<file path="config.mk">
export PLATFORM = sky130hd
export DESIGN_NAME = mem_port_arbiter
export DESIGN_NICKNAME = d
export VERILOG_FILES = /design/src/rtl/riscv_ctrl_pkg.sv /design/src/rtl/arb_rr_pick.sv /design/src/rtl/mem_port_arbiter.sv
export SDC_FILE = /design/constraint.sdc
export NUM_CORES = 1
export LEC_CHECK = 0
export ABC_CLOCK_PERIOD_IN_PS = 2870
export CAP_MARGIN = 20
export CORE_MARGIN = 2
export CORE_UTILIZATION = 43
export DETAILED_ROUTE_END_ITERATION = 7
export GPL_ROUTABILITY_DRIVEN = 1
export HOLD_SLACK_MARGIN = 0.02
export PLACE_DENSITY = 0.88
export SKIP_CTS_REPAIR_TIMING = 1
export SYNTH_ARGS = -nofsm -noshare
export SYNTH_HDL_FRONTEND = slang
export SYNTH_SLANG_ARGS = --single-unit
</file>
<file path="constraint.sdc">
create_clock -name clk -period 2.87 [get_ports clk]
set_input_delay 0.4305 -clock clk [delete_from_list [all_inputs] [get_ports clk]]
set_output_delay 0.4305 -clock clk [all_outputs]
set_load 0.005 [all_outputs]
</file>
<file path="src/rtl/riscv_ctrl_pkg.sv">
// Shared types for the memory-port arbiter: FSM state encoding and one-hot grant codes.
// Grants are {dm,if}; GNT_NONE marks an idle port.
package riscv_ctrl_pkg;

    typedef enum logic [1:0] {
        IDLE  = 2'd0,
        ISSUE = 2'd1,
        WAIT  = 2'd2,
        DONE  = 2'd3
    } arb_state_t;

    localparam logic [1:0] GNT_NONE = 2'b00;
    localparam logic [1:0] GNT_IF   = 2'b01;
    localparam logic [1:0] GNT_DM   = 2'b10;

endpackage

</file>
<file path="src/rtl/arb_rr_pick.sv">
// Two-way round-robin picker: a lone request wins outright; on a tie the requester
// that did not win last time is chosen. Purely combinational, no backpressure.
module arb_rr_pick
    import riscv_ctrl_pkg::*;
(
    input  logic [1:0] req_i,
    input  logic [1:0] last_i,
    output logic [1:0] gnt_o
);

    always_comb begin
        gnt_o = GNT_NONE;
        unique case (req_i)
            2'b01:   gnt_o = GNT_IF;
            2'b10:   gnt_o = GNT_DM;
            2'b11:   gnt_o = (last_i == GNT_IF) ? GNT_DM : GNT_IF;
            default: gnt_o = GNT_NONE;
        endcase
    end

endmodule

</file>
<file path="src/rtl/mem_port_arbiter.sv">
// Shares one memory port between fetch and load/store requesters, one transaction at a time.
// Latency 2+MEM_LAT cycles from req to done; requesters hold req until their done pulse.
module mem_port_arbiter
    import riscv_ctrl_pkg::*;
#(
    parameter int DATA_W  = 32,
    parameter int ADDR_W  = 32,
    parameter int MEM_LAT = 1
) (
    input  logic              clk,
    input  logic              rst,
    input  logic              if_req,
    input  logic [ADDR_W-1:0] if_addr,
    output logic [DATA_W-1:0] if_rdata,
    output logic              if_done,
    input  logic              dm_req,
    input  logic              dm_we,
    input  logic [ADDR_W-1:0] dm_addr,
    input  logic [DATA_W-1:0] dm_wdata,
    output logic [DATA_W-1:0] dm_rdata,
    output logic              dm_done,
    output logic [ADDR_W-1:0] mem_addr,
    output logic              mem_wr,
    output logic [DATA_W-1:0] mem_wdata,
    input  logic [DATA_W-1:0] mem_rdata,
    output logic [1:0]        grant,
    output logic              busy
);

    localparam int CNT_W = (MEM_LAT < 1) ? 1 : $clog2(MEM_LAT + 1);

    arb_state_t        state_q;
    logic [1:0]        last_q;
    logic [1:0]        grant_q;
    logic              busy_q;
    logic [CNT_W-1:0]  cnt_q;
    logic              we_q;
    logic [ADDR_W-1:0] mem_addr_q;
    logic              mem_wr_q;
    logic [DATA_W-1:0] mem_wdata_q;
    logic [DATA_W-1:0] if_rdata_q;
    logic [DATA_W-1:0] dm_rdata_q;
    logic              if_done_q;
    logic              dm_done_q;

    logic [1:0]        pick_gnt;
    logic              pick_dm;

    arb_rr_pick u_pick (
        .req_i  ({dm_req, if_req}),
        .last_i (last_q),
        .gnt_o  (pick_gnt)
    );

    assign pick_dm = (pick_gnt == GNT_DM);

    always_ff @(posedge clk) begin
        if (rst) begin
            state_q     <= IDLE;
            last_q      <= GNT_DM;
            grant_q     <= GNT_NONE;
            busy_q      <= 1'b0;
            cnt_q       <= '0;
            we_q        <= 1'b0;
            mem_addr_q  <= '0;
            mem_wr_q    <= 1'b0;
            mem_wdata_q <= '0;
            if_rdata_q  <= '0;
            dm_rdata_q  <= '0;
            if_done_q   <= 1'b0;
            dm_done_q   <= 1'b0;
        end else begin
            mem_wr_q  <= 1'b0;
            if_done_q <= 1'b0;
            dm_done_q <= 1'b0;
            unique case (state_q)
                IDLE: begin
                    // Request fields are latched here; later changes on the inputs are ignored.
                    if (pick_gnt != GNT_NONE) begin
                        state_q     <= ISSUE;
                        grant_q     <= pick_gnt;
                        last_q      <= pick_gnt;
                        busy_q      <= 1'b1;
                        mem_addr_q  <= pick_dm ? dm_addr : if_addr;
                        mem_wdata_q <= pick_dm ? dm_wdata : '0;
                        we_q        <= pick_dm && dm_we;
                        mem_wr_q    <= pick_dm && dm_we;
                    end
                end
                ISSUE: begin
                    state_q <= WAIT;
                    cnt_q   <= CNT_W'(MEM_LAT - 1);
                end
                WAIT: begin
                    if (cnt_q == '0) begin
                        state_q <= DONE;
                        if (grant_q == GNT_IF) begin
                            if_rdata_q <= mem_rdata;
                            if_done_q  <= 1'b1;
                        end else begin
                            if (!we_q) begin
                                dm_rdata_q <= mem_rdata;
                            end
                            dm_done_q <= 1'b1;
                        end
                    end else begin
                        cnt_q <= cnt_q - 1'b1;
                    end
                end
                DONE: begin
                    state_q <= IDLE;
                    grant_q <= GNT_NONE;
                    busy_q  <= 1'b0;
                end
                default: state_q <= IDLE;
            endcase
        end
    end

    assign if_rdata  = if_rdata_q;
    assign if_done   = if_done_q;
    assign dm_rdata  = dm_rdata_q;
    assign dm_done   = dm_done_q;
    assign mem_addr  = mem_addr_q;
    assign mem_wr    = mem_wr_q;
    assign mem_wdata = mem_wdata_q;
    assign grant     = grant_q;
    assign busy      = busy_q;

    a_grant_onehot0: assert property (@(posedge clk) disable iff (rst) $onehot0(grant_q));
    a_wr_only_issue: assert property (@(posedge clk) disable iff (rst) mem_wr_q |-> (state_q == ISSUE));

endmodule

</file>
# Word-level counts from Yosys, hierarchy flattened
# Cells that the tools add are included.
# op_classes
add_sub_neg	1
mul	0
div	0
order_cmp	0
n_eq_ne	11
shift	0
n_mux	15
bitwise_logic	6
n_reduce_logical	12
# op_table
operator	n
$mux 32	2
$eq 2x2->1 const B	5
$eq 2x1->1 const B	4
$mux 2	4
$pmux 2 s4	1
$not 1->1	6
$pmux 2 s3	1
$reduce_and 2->1	3
$reduce_bool 2->1	3
$reduce_or 3->1	2
$mux 1	4
$ne 2x2->1 const B	2
$pmux 1 s2	2
$pmux 2 s2	1
$reduce_and 4->1	1
$reduce_and 3->1	1
$logic_not 2->1	1
$logic_and 1x1->1	1
$sub 1x1->1 const B	1
# totals
reg_bits	140
latch_bits	0
ram_bits	0
mem_bits_ro	0
inputBits	133
out_inout_bits	134
word_cells	58
memories	0

# Logic depth before layout (Yosys ltp)
# depth
word_depth	6
depth_mapped	8
ltp_nobuf	5

# Hierarchy
# A second synthesis with hierarchy kept.
# hier_totals
hier_cells	628
hier_area_um2	5233.8
# modules_own_cells
mod	instances	cells_each	area_per_inst_um2	seq_area_each_um2
mem_port_arbiter	1	624	5203.7	2782.7
arb_rr_pick	1	4	30.0	0.0

# Worst setup path after synthesis
# No wires, ideal clock.
# synth_path
path_kind	reg2reg
from	register state_q[0]
to	register mem_wdata_q[0] (netlist: mem_wdata[0])
setup_time_ps	117
t_arrival_ps	1424
required_time_ps	2753
slack_ps	1329
path_stages_with_launch	9
n_path_buf	3
synth_period_minus_slack_ps	1541
cell_sequence	dfxtp_1 inv_1 ha_1 buf_2 o21ai_2 nor2b_1 buf_2 buf_4 a22o_1
# synth_via
elab_chain_cells	2
# synth_lines
item	line	text
start, declared	mem_port_arbiter.sv:32	arb_state_t state_q;
start signal, assigned	mem_port_arbiter.sv:59	state_q <= IDLE;
start signal, assigned	mem_port_arbiter.sv:80	state_q <= ISSUE;
start signal, assigned	mem_port_arbiter.sv:91	state_q <= WAIT;
$logic_not 2->1	mem_port_arbiter.sv:76	unique case (state_q)
$reduce_and 2->1 (no source line)	-	
end signal, assigned	mem_port_arbiter.sv:85	mem_wdata_q <= pick_dm ? dm_wdata : '0;
end, declared	mem_port_arbiter.sv:40	logic [DATA_W-1:0] mem_wdata_q;
# No other way between the ends.
# A chain may end at the register's enable or synchronous reset.

# Final worst setup path
# layout_path
from	register state_q[1]
to	register mem_addr_q[13] (netlist: mem_addr[13])
# layout_via
elab_chain_cells	2
# layout_lines
item	line	text
$logic_not 2->1	mem_port_arbiter.sv:76	
$reduce_and 2->1 (no source line)	-	
end signal, assigned	mem_port_arbiter.sv:84	mem_addr_q <= pick_dm ? dm_addr : if_addr;
end, declared	mem_port_arbiter.sv:38	logic [ADDR_W-1:0] mem_addr_q;
# No other way between the ends.

==> flow_summary.yaml <==
run_status:
  status: "finished, final reports clean"
cts:
  clock_latency_ps: 410
  cts_root_buf: "clkbuf_16"
  cts_tree: "done"
  clkSlewWorstSetupHoldPaths_ps: 60
  cts.htree.levels: 4
  cts_made_buffers: 17
  cts.sink_count: 139
  clk_path_buf_depth: 2
logic_synthesis:
  synth_edf_count: 0
  ys_async_sr_fraction_pct: 0
  synth_area_um2: 5360
  synthCells: 548
  synth_cell_type_count: 32
  yosysSeqAreaShare_pct: 51.9
  avgSynthCellArea_um2: 9.79
  ys_ff_latch: 139
  synth_nets: 685
  ys.flop_type: "dfxtp_1"
  synth_warnings: 0
critical_path:
  startpoint: "state_q[1]"
  cp_data_required_time_ps: 3220
  r2r_start: "state_q[1]"
  endpoint: "mem_addr[13]"
  r2r_cells: 5
  arrival_ps: 2490
  rrSetupSlack_ps: 730
  r2r-end: "mem_addr[13]"
  cp_max_fo: 32
  path_class: "register to register"
  cp-start-kind: "register"
  worst_setup_path_end_kind: "register"
floorplan:
  io_pins: 267
  die_h_um: 116
  core_region_area_um2: 12100
  fp-row-count: 40
  die_area_um2: 13400
  dieWidth_um: 116
  start_util_pct: 44.3
sta:
  period_share_pct: 74.5
  finClkSkew_ps: 13.0
  min_period_ps: 2140
  slew_violations: 0
  timing.fmax_mhz: 468
  rsz0062_at_grt: "no"
  setup_violations: 0
  setup_tns_ps: 0
  holdWs_ps: 455
  hold_viol: 0
  slew_headroom_pct: 31.6
  worstMarginPinSlew_ps: 1030
finish:
  fillers: 864
  diodes: 0
  layout_common_cells: "clkdlybuf4s50_1, dfxtp_1, a21oi_1"
  seq_area_um2: 2780
  layout.nets: 934
  syn2layout_area_growth_pct: 62.2
  multi_input_area_um2: 2240
  final_common_cell: "clkdlybuf4s50_1"
  final_cell_count_no_fill: 978
  final_layout_size_suffix_gt1_share_pct: 10.0
min_path:
  hp-class: "register to register"
routing:
  wirelength_mm: 16.2
  dr_total_vias: 4968
  routed_wire_length_per_instance_um: 16.5
  via_per_inst: 5.08
  ant_nets: 0
  drc: 0
  drt_iter0_markers: 295
  dr.pass1.iters: 4
power_and_ir_drop:
  leakage_uw: 0.00317
  ir_worst_vdd_mv: 0.435
  total_power_uw: 6800
  p_per_area_nw_per_um2: 782
placed_design:
  dp_cells: 945
  port_buffers: 266
  gp_congestion: 0.799
  hpwl_mm: 11.5
global_routing:
  grt_pass1_wl_mm: 24.3
  grt_pass1_vias: 5065
  grt-ovfl-total: 0
  grt_max_degree: 139
  grt_use_total_pct: 23.4
  antenna_found_initial: 0
job:
  maxCapViolations: 0
[report_power, final]
part	internal, uW	switching, uW
registers	2300	213
logic	1210	907
clock network	1330	845
total	4840	1960
[state kept, by name, indices dropped and copies added (netlist names)]
| signal | cells |
|---|---|
| grant | 2 |
| if_rdata | 32 |
| dm_done | 1 |
| state_q | 2 |
| we_q | 1 |
| mem_wr | 1 |
| if_done | 1 |
| last_q | 2 |
| dm_rdata | 32 |
| busy | 1 |
| mem_wdata | 32 |
| mem_addr | 32 |
[worst max-delay path, stage by stage (launching register included)]
cell     delay (ps)
dfxtp_1         380
inv_1            80
ha_1            310
nand2_2         190
a21o_1          790
o221a_2         330
[worst min-delay path by stage]
stage	slack (ps)	depth (start not counted)	from	end
after CTS	460	2	if_rdata[25]	if_rdata[25]
after global routing	470	2	if_rdata[12]	if_rdata[12]
after floorplan	450	1	we_q	we_q
final	450	2	if_rdata[12]	if_rdata[12]
after global placement	440	2	if_rdata[5]	if_rdata[5]
after detailed placement	450	2	if_rdata[25]	if_rdata[25]
[area by class of cell]
type	instances	area share, %
Inverter	35	1.51
Timing Repair Buffer	274	31.5
Multi-Input combinational cell	330	25.7
Tap cell	168	2.42
Sequential cell	139	32.0
Clock inverter	13	1.63
Clock buffer	19	5.21
[through the flow]
step / setup slack, ps / cell area (um2) / util [%]
floorplan: 1330 / 5360 / -
global placement: 320 / 8090 / 66.8
detailed placement: 170 / 8090 / 66.8
CTS: 548 / 8680 / 71.7
global route: 568 / 8700 / 71.8
finish: 733 / 8700 / 71.8
[metal layers]
| layer | GRT usage (%) | share of wire, % | up-vias |
|---|---|---|---|
| met5 | 0 | 0 | - |
| met4 | 9.92 | 1.6 | 0 |
| met3 | 7.90 | 7.3 | 16 |
| met2 | 42.3 | 54 | 218 |
| met1 | 24.8 | 37 | 2357 |
| li1 | - | - | 2377 |
[cell families after synthesis]
kind of cell               after synthesis  synth area share (%)
AOI/OAI and AO/OA                      144                  20.0
adders and majority gates                4                 0.933
buffers and inverters                   79                  6.51
DFF                                    139                  51.9
muxes                                   33                  6.16
and+or+nand+nor                        149                  14.5
[synthesized netlist by cell type (3+ instances only)]
cell type | number | area, um2
o221a_2 | 32 | 360
buf_4 | 8 | 60.1
a22o_1 | 33 | 289
dfxtp_1 | 139 | 2780
clkbuf_1 | 18 | 67.6
a21oi_1 | 70 | 350
nor2_1 | 3 | 11.3
nand2b_1 | 66 | 413
ha_1 | 4 | 50.1
buf_2 | 18 | 90.1
inv_1 | 35 | 131
mux2i_1 | 33 | 330
nand2_1 | 64 | 240
o21ai_0 | 3 | 15.0
No activity file was read; power rests on OpenSTA's default activity.
